$ cat src/rtl/sequenciador_estacoes.sv
`default_nettype none
// ============================================================================
// sequenciador_estacoes : bottling-line master sequencer (N_EST stations,
//   discard/exit routing, approved-bottle and batch counters)   Rev 1.0
// ============================================================================
module sequenciador_estacoes #(
  parameter int N_EST     = 3,
  parameter int LOTE      = 12,
  parameter int CNT_W     = 7,
  parameter int LOTES_MAX = 99,
  parameter int TIMEOUT   = 1000
) (
  input  logic             clk,
  input  logic             reset,
  input  logic             start,
  input  logic             parar,
  input  logic             bloqueio,
  input  logic [N_EST-1:0] enable_est,
  input  logic [N_EST-1:0] sensor_pos,
  input  logic             sensor_descarte,
  input  logic             sensor_final,
  input  logic [N_EST-1:0] est_concluida,
  input  logic [N_EST-1:0] est_reprova,
  output logic             motor_ativo,
  output logic [N_EST-1:0] cmd_est,
  output logic             descarte_ativo,
  output logic             lote_completo,
  output logic [CNT_W-1:0] contador_aprovadas,
  output logic [CNT_W-1:0] contador_lotes,
  output logic             erro_timeout
);

  localparam int KW = $clog2(N_EST + 1);
  localparam int TW = (TIMEOUT > 1) ? $clog2(TIMEOUT) : 1;

  localparam logic [KW-1:0]    K_LAST    = KW'(N_EST);
  localparam logic [KW-1:0]    K_ONE     = KW'(1);
  localparam logic [TW-1:0]    TMR_ONE   = TW'(1);
  localparam logic [TW-1:0]    TMR_END   = TW'((TIMEOUT > 0) ? TIMEOUT - 1 : 0);
  localparam logic [CNT_W-1:0] CNT_ONE   = CNT_W'(1);
  localparam logic [CNT_W-1:0] CNT_END   = CNT_W'(LOTE - 1);
  localparam logic [CNT_W-1:0] LOTES_SAT = CNT_W'(LOTES_MAX);

  typedef enum logic [3:0] {
    S_IDLE      = 4'd0,
    S_AVANCA    = 4'd1,
    S_MOVER     = 4'd2,
    S_EXEC      = 4'd3,
    S_MOV_DESC  = 4'd4,
    S_DESCARTE  = 4'd5,
    S_MOV_FINAL = 4'd6,
    S_CONTA     = 4'd7,
    S_ERRO      = 4'd8
  } state_t;

  state_t           state, state_nx;
  logic [KW-1:0]    k, k_nx;
  logic             rej, rej_nx;
  logic [TW-1:0]    tmr, tmr_nx;
  logic [CNT_W-1:0] cnt_ap, cnt_ap_nx;
  logic [CNT_W-1:0] cnt_lt, cnt_lt_nx;
  logic             lote_pulse, lote_pulse_nx;

  logic en_k, pos_k, done_k, rej_k;

  // Per-station inputs selected by the current index; k==N_EST selects nothing.
  always_comb begin
    en_k   = 1'b0;
    pos_k  = 1'b0;
    done_k = 1'b0;
    rej_k  = 1'b0;
    for (int i = 0; i < N_EST; i++) begin
      if (k == KW'(i)) begin
        en_k   = enable_est[i];
        pos_k  = sensor_pos[i];
        done_k = est_concluida[i];
        rej_k  = est_reprova[i];
      end
    end
  end

  always_comb begin
    state_nx      = state;
    k_nx          = k;
    rej_nx        = rej;
    tmr_nx        = tmr;
    cnt_ap_nx     = cnt_ap;
    cnt_lt_nx     = cnt_lt;
    lote_pulse_nx = 1'b0;

    if (parar && (state != S_IDLE)) begin
      state_nx = S_IDLE;
    end else begin
      case (state)
        S_IDLE: begin
          if (start) begin
            state_nx  = S_AVANCA;
            k_nx      = '0;
            rej_nx    = 1'b0;
            cnt_ap_nx = '0;
            cnt_lt_nx = '0;
          end
        end
        S_AVANCA: begin
          if (k == K_LAST) begin
            state_nx = rej ? S_MOV_DESC : S_MOV_FINAL;
          end else if (en_k) begin
            state_nx = S_MOVER;
          end else begin
            k_nx = k + K_ONE;
          end
        end
        S_MOVER: begin
          if (!bloqueio && pos_k) begin
            state_nx = S_EXEC;
            tmr_nx   = '0;
          end
        end
        S_EXEC: begin
          if (done_k) begin
            rej_nx   = rej | rej_k;
            k_nx     = k + K_ONE;
            state_nx = S_AVANCA;
          end else if ((TIMEOUT != 0) && (tmr == TMR_END)) begin
            state_nx = S_ERRO;
          end else begin
            tmr_nx = tmr + TMR_ONE;
          end
        end
        S_MOV_DESC: begin
          if (!bloqueio && sensor_descarte) begin
            state_nx = S_DESCARTE;
          end
        end
        S_DESCARTE: begin
          if (!sensor_descarte) begin
            state_nx = S_AVANCA;
            k_nx     = '0;
            rej_nx   = 1'b0;
          end
        end
        S_MOV_FINAL: begin
          if (!bloqueio && sensor_final) begin
            state_nx = S_CONTA;
          end
        end
        S_CONTA: begin
          state_nx = S_AVANCA;
          k_nx     = '0;
          rej_nx   = 1'b0;
          // Closing a batch wraps the bottle count; batch count saturates.
          if (cnt_ap == CNT_END) begin
            cnt_ap_nx     = '0;
            lote_pulse_nx = 1'b1;
            if (cnt_lt < LOTES_SAT) begin
              cnt_lt_nx = cnt_lt + CNT_ONE;
            end
          end else begin
            cnt_ap_nx = cnt_ap + CNT_ONE;
          end
        end
        S_ERRO: begin
          if (start) begin
            state_nx = S_IDLE;
          end
        end
        default: begin
          state_nx = S_IDLE;
        end
      endcase
    end
  end

  always_ff @(posedge clk or negedge reset) begin
    if (!reset) begin
      state      <= S_IDLE;
      k          <= '0;
      rej        <= 1'b0;
      tmr        <= '0;
      cnt_ap     <= '0;
      cnt_lt     <= '0;
      lote_pulse <= 1'b0;
    end else begin
      state      <= state_nx;
      k          <= k_nx;
      rej        <= rej_nx;
      tmr        <= tmr_nx;
      cnt_ap     <= cnt_ap_nx;
      cnt_lt     <= cnt_lt_nx;
      lote_pulse <= lote_pulse_nx;
    end
  end

  // The conveyor interlock gates the motor immediately, independent of state.
  assign motor_ativo = ((state == S_MOVER) || (state == S_MOV_DESC) ||
                        (state == S_MOV_FINAL)) && !bloqueio;

  for (genvar gi = 0; gi < N_EST; gi++) begin : g_cmd
    assign cmd_est[gi] = (state == S_EXEC) && (k == KW'(gi));
  end

  assign descarte_ativo     = (state == S_DESCARTE);
  assign erro_timeout       = (state == S_ERRO);
  assign lote_completo      = lote_pulse;
  assign contador_aprovadas = cnt_ap;
  assign contador_lotes     = cnt_lt;

endmodule
`default_nettype wire

$ cat config.mk
export PLATFORM = sky130hd
export DESIGN_NAME = sequenciador_estacoes
export DESIGN_NICKNAME = d
export VERILOG_FILES = /design/src/rtl/sequenciador_estacoes.sv
export SDC_FILE = /design/constraint.sdc
export NUM_CORES = 1
export LEC_CHECK = 0
export CORE_MARGIN = 2
export CORE_UTILIZATION = 45
export DETAILED_ROUTE_END_ITERATION = 6
export PLACE_DENSITY = 0.69
export SLEW_MARGIN = 40
export SYNTH_ARGS = -nofsm -noshare
export SYNTH_HDL_FRONTEND = slang
export SYNTH_SLANG_ARGS = --single-unit
$ cat constraint.sdc
create_clock -name clk -period 3.5 [get_ports clk]
set_input_delay 0.7 -clock clk [delete_from_list [all_inputs] [get_ports clk]]
set_output_delay 0.7 -clock clk [all_outputs]
set_load 0.01 [all_outputs]
==> flow_metrics.py, run 1 <==
metrics = {
    "run_status": {
        "outcome": "finished, final reports clean",
    },
    "grt": {
        "grt_pass1_vias": 1789,
        "antenna_found_initial": 0,
        "grt_pass1_wl_um": 8300,
        "grt.total_usage_pct": 19.7,
        "grt_max_degree": 33,
        "grt_overflow": 0,
    },
    "worst_setup_path": {
        "path_class": "flip-flop to output port",
        "r2r_cells": 6,
        "end_kind": "output port",
        "crit_path_start_kind": "flip-flop",
        "crit_arrival_ns": 2.26,
        "worst_ep_required_time_ns": 2.80,
        "crit_fanout": 15,
    },
    "floorplan": {
        "design.die.area_um2": 5350,
        "die_y_um": 73.1,
        "dieWidth_um": 73.1,
        "rows": 25,
        "io_pins": 40,
        "core_area_um2": 4660,
        "start_util_pct": 46.1,
    },
    "yosys": {
        "yosysWarnings": 0,
        "synth-seq-cells": 32,
        "synthTopCellsByArea": "dfrtp_1, nand2_1, ha_1",
        "synth.cell_area_um2": 2150,
        "synth.distinct_cells": 51,
        "netlist.area_leader.share_pct": 37.2,
        "syn_avg_cell_area_um2": 9.23,
        "syn_nets": 259,
        "synth_seq_area_share_pct": 37.2,
        "synth.largest_area_cell": "dfrtp_1",
        "syn_inst": 233,
    },
    "power_and_ir_drop": {
        "power_frac_comb_pct": 41.1,
        "power_frac_clock_pct": 25.5,
        "p_int_uw": 853,
        "pwr-share-seq_pct": 33.5,
        "p_switching_uw": 532,
        "worst_ir_drop_vdd_mv": 0.219,
        "pwr_density_cell_nw_per_um2": 517,
        "power_leakage_uw": 0.00113,
        "netSwitchingFraction_pct": 38.4,
    },
    "finish": {
        "antenna_cells": 0,
        "drive_gt1_share_pct": 10.2,
        "final-seq-area_um2": 801,
        "layout-area-overhead-vs-synth_pct": 24.5,
        "multi_input_area_um2": 1260,
        "final_cell_mix": "clkdlybuf4s50_1, dfrtp_1, nand2_1",
        "final_core_util_pct": 57.5,
        "nets": 299,
        "final_common_cell": "clkdlybuf4s50_1",
        "fillers": 419,
    },
    "route": {
        "drc": 0,
        "vias": 1879,
        "routedWlPerCell_um": 14.4,
        "dr.pass1.iters": 5,
        "first_iter_violations": 83,
        "ant_nets": 0,
        "routed_wl_um": 4740,
        "via_per_inst": 5.73,
    },
    "sta": {
        "slew-limit-headroom_pct": 58.9,
        "fin_crit_sh_pct": 84.5,
        "hold_viol": 0,
        "max_freq_mhz": 338,
        "setup-tns-final_ns": 0,
        "grt_setup_unrepaired": "no",
        "finalSetupViolCount": 0,
        "drv_slew": 0,
        "fin_hold_ws_ns": 0.508,
        "min_period_ns": 2.96,
        "max_slew.worst_pin.slew_ns": 0.617,
        "clock_skew_ns": 0.00488,
    },
    "cts": {
        "ctsResizeCount": 0,
        "h-tree-depth": 2,
        "path_clk_slew_ns": 0.07,
        "cts_buffer_depth": 2,
        "clk_latency_ns": 0.28,
        "cts_tree": "built",
        "cts_hold_buf": 0,
        "cts_sinks": 32,
        "cts_setup_buffers": 0,
        "root_buffer": "clkbuf_8",
        "cts_made_buffers": 5,
    },
    "worst_hold_path": {
        "hp-class": "flip-flop to flip-flop",
        "min_path_cells": 1,
    },
    "flow_run": {
        "drv_cap": 0,
    },
    "place": {
        "io_buffers": 39,
        "hpwl_um": 3360,
        "gp_congestion": 0.792,
    },
}
cell type report:
class / count / area share [%]
clock buffer: 6 / 2.71
tap: 54 / 2.52
sequential: 32 / 29.9
timing repair buffer: 42 / 15.4
clock inverter: 2 / 1.31
multi-input combinational: 183 / 46.9
inverter: 9 / 1.26
power groups by stage:
stage	Clock (µW)	Sequential (µW)	Combinational (µW)
floorplan	0	432	477
global placement	0	468	565
detailed placement	0	467	568
CTS	360	461	571
global route	380	471	636
finish	353	463	569
metrics by stage:
stage               instances  worst slack (ns)  power (µW)  cell area [µm²]
floorplan                 233              1.39         910             2150
global placement          320             0.776        1030             2570
detailed placement        320             0.752        1040             2570
CTS                       328             0.516        1390             2680
global route              328             0.401        1490             2680
finish                    328             0.542        1380             2680
state kept, by name, summed over array words and instances, names as in the netlist:
name / count
contador_aprovadas: 7
contador_lotes: 7
k: 2
lote_completo: 1
rej: 1
state: 4
tmr: 10
worst max-delay path: stages (launching register included):
cell             delay (ns)
dfrtp_1                0.60
nor2_2                 0.34
and3_1                 0.33
and2_1                 0.16
clkdlybuf4s50_1        0.53
path summary, 6_finish.rpt:
kind	slack, ns	start	end
max	0.54	state[2]	cmd_est[1]
min	0.51	tmr[0]	tmr[0]
max reg2reg	1.12	state[2]	k[0]
min reg2reg	0.51	tmr[0]	tmr[0]
max in group asynchronous	2.38	reset	tmr[8]
min in group asynchronous	0.82	reset	contador_aprovadas[3]
layer usage:
metal  global-route usage [%]  share of wire (%)
met3                     4.97                4.7
met1                     26.3                 47
met4                     6.38                1.3
met2                     31.2                 47
met5                        0                  0
logic make-up (layout without fill, tap and decap cells):
family / count (synthesis) / count (layout) / synth area share, %
XOR/XNOR: 7 / 7 / 2.85
flip-flops: 32 / 32 / 37.2
multiplexers: 3 / 3 / 1.45
adder cells (fa/ha/maj): 7 / 7 / 4.07
AO/OA/AOI/OAI: 63 / 63 / 23.3
buffers and inverters: 18 / 59 / 4.36
AND/OR/NAND/NOR: 103 / 103 / 26.8
synth_stat cells, drive strengths merged:
library cell	count
dfrtp	32
nand2	25
nor2	25
o21ai	24
nand3	12
o31ai	10
buf	9
inv	9
a21oi	7
and2	7
ha	7
and3	6
o41ai	5
xor2	5
a31oi	4
nand3b	4
nand4	4
nor4	4
a211o	3
a22o	2
and4	2
mux2i	2
nand2b	2
nor2b	2
nor3	2
nor3b	2
nor4b	2
xnor2	2
a2111oi	1
a211oi	1
a21o	1
a221o	1
a22oi	1
and4b	1
mux2	1
o2111a	1
o211ai	1
o21a	1
or2	1
or3b	1
or4	1
(Power assumes the default switching activity.)
==> run 2: changes to the inputs <==
--- a/config.mk
+++ b/config.mk
@@ -8,7 +8,7 @@
 export CORE_MARGIN = 2
 export CORE_UTILIZATION = 45
 export DETAILED_ROUTE_END_ITERATION = 6
-export PLACE_DENSITY = 0.69
+export PLACE_DENSITY = 0.72
 export SLEW_MARGIN = 40
 export SYNTH_ARGS = -nofsm -noshare
 export SYNTH_HDL_FRONTEND = slang
==> constraint.sdc (replaced) <==
create_clock -name clk -period 2.5 [get_ports clk]
set_input_delay 0.5 -clock clk [delete_from_list [all_inputs] [get_ports clk]]
set_output_delay 0.5 -clock clk [all_outputs]
set_load 0.01 [all_outputs]
==> flow_metrics.py, run 2 (synthesis results as in run 1) <==
metrics = {
    "run_status": {
        "outcome": "finished, final reports clean",
    },
    "finish": {
        "largest_reg_flops": 10,
        "final_core_util_pct": 59.5,
        "drive_gt1_share_pct": 14.7,
        "antenna_cells": 0,
        "final_area_um2": 2770,
        "top_register": "tmr",
        "final_common_cell": "clkdlybuf4s50_1",
        "final_cell_mix": "clkdlybuf4s50_1, dfrtp_1, nand2_1",
        "nets": 310,
        "layout-area-overhead-vs-synth_pct": 29.0,
    },
    "grt": {
        "grt_pass1_vias": 1844,
        "antenna_found_initial": 0,
        "grt_overflow": 0,
        "grt_pass1_wl_um": 8190,
        "grt_max_degree": 33,
        "grt.total_usage_pct": 19.2,
    },
    "route": {
        "via_per_inst": 5.62,
        "routedWlPerCell_um": 14.2,
        "first_iter_violations": 97,
        "dr.pass1.iters": 4,
        "routed_wl_um": 4810,
        "ant_nets": 0,
        "drc": 0,
        "vias": 1904,
    },
    "flow_run": {
        "drv_cap": 0,
    },
    "cts": {
        "root_buffer": "clkbuf_8",
        "cts_made_buffers": 5,
        "cts_sinks": 32,
        "cts_buffer_depth": 2,
        "h-tree-depth": 2,
        "cts_setup_buffers": 0,
        "cts_tree": "built",
        "cts_hold_buf": 0,
        "clk_latency_ns": 0.28,
        "path_clk_slew_ns": 0.07,
    },
    "power_and_ir_drop": {
        "power_leakage_uw": 0.00118,
        "worst_ir_drop_vdd_mv": 0.370,
        "p_switching_uw": 757,
        "power_frac_clock_pct": 24.3,
        "power_frac_comb_pct": 42.8,
        "pwr-share-seq_pct": 32.8,
        "p_int_uw": 1260,
        "netSwitchingFraction_pct": 37.5,
        "pwr_density_cell_nw_per_um2": 728,
    },
    "worst_setup_path": {
        "end_kind": "output port",
        "worst_ep_required_time_ns": 2.00,
        "crit_path_start_kind": "flip-flop",
        "crit_arrival_ns": 1.89,
        "path_class": "flip-flop to output port",
        "r2r_cells": 7,
        "reg2reg_from": "k[0]",
        "r2r_setup_slack_ns": 0.23,
        "worst_r2r_endpoint": "state[2]",
        "crit_start": "state[2]",
        "crit_fanout": 8,
    },
    "floorplan": {
        "rows": 25,
        "start_util_pct": 46.1,
        "die_y_um": 73.1,
        "core_area_um2": 4660,
        "design.die.area_um2": 5350,
        "dieWidth_um": 73.1,
        "io_pins": 40,
    },
    "worst_hold_path": {
        "hp-start": "tmr[1]",
        "min_path_cells": 2,
        "hp-class": "flip-flop to flip-flop",
        "hold_end": "tmr[1]",
    },
    "place": {
        "placed_cell_area_um2": 2650,
        "hpwl_um": 3480,
        "gp_congestion": 0.803,
        "io_buffers": 39,
    },
    "sta": {
        "max_slew.worst_pin.slew_ns": 0.493,
        "hold_viol": 0,
        "slew-limit-headroom_pct": 67.1,
        "grt_setup_unrepaired": "no",
        "setup-tns-final_ns": 0,
        "max_freq_mhz": 419,
        "finalSetupViolCount": 0,
        "drv_slew": 0,
        "clock_skew_ns": 0.00531,
        "min_period_ns": 2.39,
        "fin_crit_sh_pct": 95.5,
    },
}
run 2: cell types whose count changed in the layout (fill, tap and decap cells not counted), sizes merged:
cell / before / now
buf: 3 / 14
run 2: area by class of cell:
type	count	area, µm²
Fill cell	420	1890
Clock inverter	2	35.0
Tap cell	54	67.6
Multi-Input combinational cell	183	1270
Inverter	9	33.8
Timing Repair Buffer	53	495
Sequential cell	32	803
Clock buffer	6	72.6
run 2: worst max-delay path by stage:
stage / endpoint / cells after the start
2_1_floorplan: k[0] / 9
3_3_place_gp: state[2] / 7
3_5_place_dp: state[2] / 7
4_1_cts: cmd_est[1] / 4
5_1_grt: descarte_ativo / 4
6_report: descarte_ativo / 4
run 2: metrics by stage:
step | instances | hold WS, ns | total power, µW | setup slack (ns)
2_1_floorplan | 233 | 0.204 | 1270 | 0.393
3_3_place_gp | 331 | 0.497 | 1520 | 0.135
3_5_place_dp | 331 | 0.504 | 1530 | 0.106
4_1_cts | 339 | 0.529 | 2020 | 0.0544
5_1_grt | 339 | 0.568 | 2150 | 0.0254
6_report | 339 | 0.526 | 2020 | 0.112
run 2: critical path, cell delays in order, from the launching register on:
cell	delay [ns]
dfrtp_2	0.48
buf_4	0.21
nor3b_2	0.19
and2_1	0.19
clkdlybuf4s50_1	0.54
run 2: timing repair:
action	in CTS	in global routing
gates cloned	0	0
resized for setup	1	3
endpoints found under the setup margin	1	4
run 2: power groups by stage:
stage | Combinational (µW) | Clock (µW) | Sequential (µW)
floorplan | 668 | 0 | 605
global placement | 856 | 0 | 663
finish | 866 | 491 | 663
CTS | 867 | 499 | 657
global route | 954 | 527 | 671
detailed placement | 863 | 0 | 666
run 2: layer usage:
| metal | wire length [µm] | GRT usage [%] | up-vias | part of all wire (%) |
|---|---|---|---|---|
| met4 | 31 | 5.14 | 0 | 0.64 |
| met2 | 2280 | 32.6 | 43 | 47 |
| li1 | - | - | 957 | - |
| met5 | 0 | 0 | - | 0 |
| met3 | 210 | 5.11 | 4 | 4.4 |
| met1 | 2290 | 24.1 | 900 | 48 |
